`src/rtl/wb_arbiter.sv`:
```
// Round-robin Wishbone classic arbiter: instruction and data masters share one slave.
// The grant is locked for the winner's whole cyc, and a watchdog aborts stalled strobes with err.
//
// state | meaning
// IDLE  | no master granted; slave bus held at zero
// GNT_I | instruction master owns the slave
// GNT_D | data master owns the slave
// ERR   | one-cycle err pulse to the master that timed out
module wb_arbiter #(
  parameter int XLEN    = 32,
  parameter int TIMEOUT = 255
) (
  input  logic              clk,
  input  logic              rst,

  input  logic              i_cyc,
  input  logic              i_stb,
  input  logic              i_we,
  input  logic [XLEN-1:0]   i_adr,
  input  logic [XLEN-1:0]   i_dat_w,
  input  logic [XLEN/8-1:0] i_sel,
  output logic [XLEN-1:0]   i_dat_r,
  output logic              i_ack,
  output logic              i_err,

  input  logic              d_cyc,
  input  logic              d_stb,
  input  logic              d_we,
  input  logic [XLEN-1:0]   d_adr,
  input  logic [XLEN-1:0]   d_dat_w,
  input  logic [XLEN/8-1:0] d_sel,
  output logic [XLEN-1:0]   d_dat_r,
  output logic              d_ack,
  output logic              d_err,

  output logic              s_cyc,
  output logic              s_stb,
  output logic              s_we,
  output logic [XLEN-1:0]   s_adr,
  output logic [XLEN-1:0]   s_dat_w,
  output logic [XLEN/8-1:0] s_sel,
  input  logic [XLEN-1:0]   s_dat_r,
  input  logic              s_ack
);

  typedef enum logic [1:0] {IDLE, GNT_I, GNT_D, ERR} state_t;

  localparam logic [15:0] WD_LAST = 16'(TIMEOUT - 1);

  state_t      state;
  logic        last_d;
  logic [15:0] wd_cnt;

  logic arb_now;
  logic pick_i;
  logic pick_d;
  logic wd_expire;

  always_comb begin
    arb_now   = (state == IDLE) ||
                ((state == GNT_I) && !i_cyc) ||
                ((state == GNT_D) && !d_cyc);
    // On a tie the master that was not granted last wins.
    pick_d    = d_cyc && (!i_cyc || !last_d);
    pick_i    = i_cyc && (!d_cyc || last_d);
    wd_expire = (wd_cnt == WD_LAST) && !s_ack;
  end

  always_ff @(posedge clk) begin
    if (rst) begin
      state  <= IDLE;
      last_d <= 1'b0;
      wd_cnt <= '0;
    end else if (arb_now) begin
      wd_cnt <= '0;
      if (pick_d) begin
        state  <= GNT_D;
        last_d <= 1'b1;
      end else if (pick_i) begin
        state  <= GNT_I;
        last_d <= 1'b0;
      end else begin
        state  <= IDLE;
      end
    end else begin
      case (state)
        GNT_I, GNT_D: begin
          if (wd_expire) begin
            state  <= ERR;
            wd_cnt <= '0;
          end else if (s_ack) begin
            wd_cnt <= '0;
          end else if (s_stb) begin
            wd_cnt <= wd_cnt + 16'd1;
          end
        end
        default: begin
          state  <= IDLE;
          wd_cnt <= '0;
        end
      endcase
    end
  end

  always_comb begin
    s_cyc   = 1'b0;
    s_stb   = 1'b0;
    s_we    = 1'b0;
    s_adr   = '0;
    s_dat_w = '0;
    s_sel   = '0;
    case (state)
      GNT_I: begin
        s_cyc   = i_cyc;
        s_stb   = i_stb;
        s_we    = i_we;
        s_adr   = i_adr;
        s_dat_w = i_dat_w;
        s_sel   = i_sel;
      end
      GNT_D: begin
        s_cyc   = d_cyc;
        s_stb   = d_stb;
        s_we    = d_we;
        s_adr   = d_adr;
        s_dat_w = d_dat_w;
        s_sel   = d_sel;
      end
      default: ;
    endcase
  end

  // last_d still names the owner while in ERR, so it selects who gets the err pulse.
  always_comb begin
    i_ack   = s_ack && (state == GNT_I);
    d_ack   = s_ack && (state == GNT_D);
    i_err   = (state == ERR) && !last_d;
    d_err   = (state == ERR) && last_d;
    i_dat_r = s_dat_r;
    d_dat_r = s_dat_r;
  end

endmodule

```
`config.mk`:
```
export PLATFORM = sky130hd
export DESIGN_NAME = wb_arbiter
export DESIGN_NICKNAME = d
export VERILOG_FILES = /design/src/rtl/wb_arbiter.sv
export SDC_FILE = /design/constraint.sdc
export NUM_CORES = 1
export LEC_CHECK = 0
export CORE_AREA = 2 2 124 126
export DETAILED_ROUTE_END_ITERATION = 8
export DIE_AREA = 0 0 126 128
export PLACE_DENSITY = 0.61
export SYNTH_ARGS = -nofsm -noshare
export SYNTH_HDL_FRONTEND = slang
export SYNTH_SLANG_ARGS = --single-unit
```
`constraint.sdc`:
```
create_clock -name clk -period 2.07 [get_ports clk]
set_input_delay 0.207 -clock clk [delete_from_list [all_inputs] [get_ports clk]]
set_output_delay 0.207 -clock clk [all_outputs]
set_load 0.03 [all_outputs]
```
==> metrics.cfg <==
[status]
status = finished, final reports clean

[synth]
netlist_area_sq_um = 2690
synth_seq_area_share_pct = 14.14
synth_fp_nets = 531
synth_top_family_by_area = simple AND/OR/NAND/NOR gates
synth_xor_area_share_pct = 3.581
ys_types = 41
synth.area.mux_share_pct = 0
synth_fa_ha_area_share_pct = 2.791
ys_seq_elements = 19
synth-compound-area-share_pct = 24.79
synth_warnings = 0
postSynthCellCount = 348
synth-simple-area-share_pct = 31.40
synth.avg_cell_area_sq_um = 7.730

[final_layout]
drive_gt1_share_pct = 27.13
seqCellArea_sq_um = 382.9
multi_input_area_sq_um = 1775
fin_nets = 689
final_util_pct = 34.71
fillCellCount = 1518
syn_to_final_growth_pct = 91.77
final_cells = 693
antenna_cells = 0

[power_and_ir_drop]
clockPowerShare_pct = 22.2
power.leakage_nw = 1.737
vdd_drop_max_mv = 0.2569
power_w = 0.001788
switching_share_pct = 32.51
seqPwrFrac_pct = 21.1
p_int_w = 0.001207
combPwrFrac_pct = 56.7
power_density_nw_per_um2 = 346.7
p_sw_w = 0.0005814

[drt]
ant_nets = 0
viasPerCell = 4.459
dr.pass1.iters = 4
post_drt_wl_per_cell_um = 18.87
vias = 3090
drt-initial-drc-count = 114
drc_errors = 0
wl_um = 13080

[die]
initial_core_util_pct = 18.10
coreArea_sq_um = 14860
io_pins = 316
die_w_um = 126
rows = 45
die_y_um = 128
die_area_sq_um = 16130

[global_route]
antenna_found_initial = 0
grt_pass1_wl_um = 18370
grt.total_usage_pct = 14.54
grt_max_degree = 46
overflow = 0
grt_pass1_vias = 3148

[critical_path]
cp_cell_sequence = inv_1, ha_2, nor2b_1, nor4b_4, or4b_4, buf_12, nor2_4
arrival_ps = 2190
required_ps = 2260
worst_path_largest_cell_delay_ps = 590
start_kind = flip-flop
path_class = flip-flop to flip-flop
crit_path_end_kind = flip-flop
worst_path_max_delay_cell = or4b_4
crit_fanout = 5
rr_worst_depth = 7

[clock_tree]
cts_sinks = 19
clock_path_buffers = 2
cts_tree = done
clockRootBuffer = clkbuf_16
cts_max_level = 1
numCtsBuffers = 3
clkSlewWorstSetupHoldPaths_ps = 60
worstSkewPairLatency_ps = 250

[hold_path]
hp-class = input pin to primary output
hold_depth = 0

[timing]
fin_tns_setup_ps = 0
fin_worst_skew_ps = 6.265
hold_ws_ps = 414.1
finalSetupViolations = 0
finalMaxSlewViolations = 0
max_slew.worst_pin.slew_ps = 330.2
min_period_over_period_pct = 96.49
slew_headroom_pct = 77.92
final.min_clock_period_ps = 1997
fmaxAchievable_ghz = 0.5007
hold_viol = 0

[placement]
dp.cells = 684
place.gp.congestion = 0.8385
portBuffers = 219
dp_hpwl_um = 10630

[job]
maxCapViolCount = 0

-- metrics by stage --
step / worst slack, ps / area [sq um]
after floorplan: 128.1 / 2690
after global placement: -24.62 / 4910
after detailed placement: -54.25 / 4910
after CTS: 9.316 / 5055
after global routing: -48.36 / 5159
final: 72.66 / 5159
-- state kept, by name (all words and copies together) (netlist names) --
register	flops
last_d	1
wd_cnt	16
state	2
-- metal layers --
layer  GRT usage, %  vias to the layer above  wire, um
li1               -                     1490         -
met1          17.61                     1405      5157
met2          23.21                      179      6082
met3          7.972                       16      1687
met4          2.198                        0       148
met5              0                        -         0
-- Yosys cell counts, drive strengths merged --
master / number / share of area (%)
a211oi: 1 / 0.47
a21boi: 2 / 0.56
a21o: 1 / 0.28
a21oi: 6 / 1.1
a221oi: 1 / 0.33
a22o: 1 / 0.33
a22oi: 71 / 20
and2: 4 / 0.93
and3: 2 / 0.47
and4: 4 / 1.4
and4bb: 1 / 0.47
buf: 74 / 20
clkbuf: 17 / 2.4
dfxtp: 19 / 14
ha: 6 / 2.8
inv: 5 / 0.70
nand2: 4 / 0.56
nand3: 4 / 0.74
nand3b: 1 / 0.28
nand4: 6 / 1.4
nor2: 13 / 4.6
nor2b: 73 / 17
nor3: 2 / 0.37
nor4: 3 / 0.70
nor4b: 3 / 1.2
o21ai: 7 / 1.3
o31ai: 1 / 0.28
o41ai: 1 / 0.33
or3: 2 / 0.47
or4: 1 / 0.28
or4b: 1 / 0.51
xnor2: 7 / 2.3
xor2: 4 / 1.3
-- cells by family (layout without fill, tap and decap cells) --
| logic type | after synthesis | after routing |
|---|---|---|
| compound gates | 92 | 92 |
| xor+xnor | 11 | 11 |
| fa+ha+maj | 6 | 6 |
| buf+inv | 96 | 252 |
| flops | 19 | 19 |
| simple gates | 124 | 125 |
-- worst max-delay path, delay by kind of cell (launching register included) --
kind                     cells  cell delay [ps]
AND/OR/NAND/NOR              4             1180
adder cells (fa/ha/maj)      1              170
buffers and inverters        2              250
flip-flops                   1              340
-- final cells by class --
class,instances,share of cell area [%]
Clock buffer,4,1.528
Inverter,5,0.3638
Multi-Input combinational cell,234,34.42
Sequential cell,19,7.422
Tap cell,188,4.560
Timing Repair Buffer,243,51.71
-- worst paths after layout --
check                     to  slack, ps  startpoint
hold / removal    i_dat_r[5]        410  s_dat_r[5]
hold reg to reg   wd_cnt[14]        490  wd_cnt[14]
setup reg to reg   wd_cnt[7]         70    state[1]
setup / recovery   wd_cnt[7]         70    state[1]
-- what timing repair did --
item / CTS / global route
hold buffers: 0 / 0
cloned: 1 / 0
setup buffers: 2 / 2
setup endpoints to repair: 45 / 53
resized for setup: 9 / 22
pin swaps: 1 / 3
-- power by group through the flow --
stage / combinational, W / clock (W) / sequential [W]
final: 0.00101 / 0.000398 / 0.000377
after global routing: 0.00108 / 0.000416 / 0.000378
after CTS: 0.00100 / 0.000398 / 0.000377
after detailed placement: 0.000981 / 0 / 0.000384
after global placement: 0.000971 / 0 / 0.000384
after floorplan: 0.000644 / 0 / 0.000383
-- cells in the final DEF, fill, tap and decap left out, types with 2 or more instances in the layout --
| master | netlist | layout |
|---|---|---|
| clkdlybuf4s50_1 | 0 | 146 |
| a22oi_1 | 71 | 70 |
| nor2b_1 | 73 | 62 |
| buf_4 | 64 | 56 |
| buf_12 | 1 | 37 |
| dfxtp_1 | 19 | 17 |
| nor2b_2 | 0 | 10 |
| nor2_4 | 10 | 10 |
| xnor2_1 | 7 | 7 |
| o21ai_0 | 7 | 7 |
| nand4_1 | 6 | 6 |
| a21oi_1 | 6 | 6 |
| inv_1 | 5 | 5 |
| and2_1 | 4 | 4 |
| xor2_1 | 4 | 4 |
| nand2_1 | 4 | 4 |
| nand3_1 | 4 | 4 |
| buf_6 | 1 | 4 |
| nor2_1 | 3 | 3 |
| ha_2 | 0 | 3 |
| ha_1 | 6 | 3 |
| clkbuf_16 | 0 | 3 |
| and4_1 | 2 | 2 |
| nor4_1 | 3 | 2 |
| or4b_4 | 1 | 2 |
| and3_1 | 2 | 2 |
| a21boi_0 | 2 | 2 |
| or3_1 | 2 | 2 |
| dfxtp_2 | 0 | 2 |
Note: power is estimated with default switching activity, not from simulation.
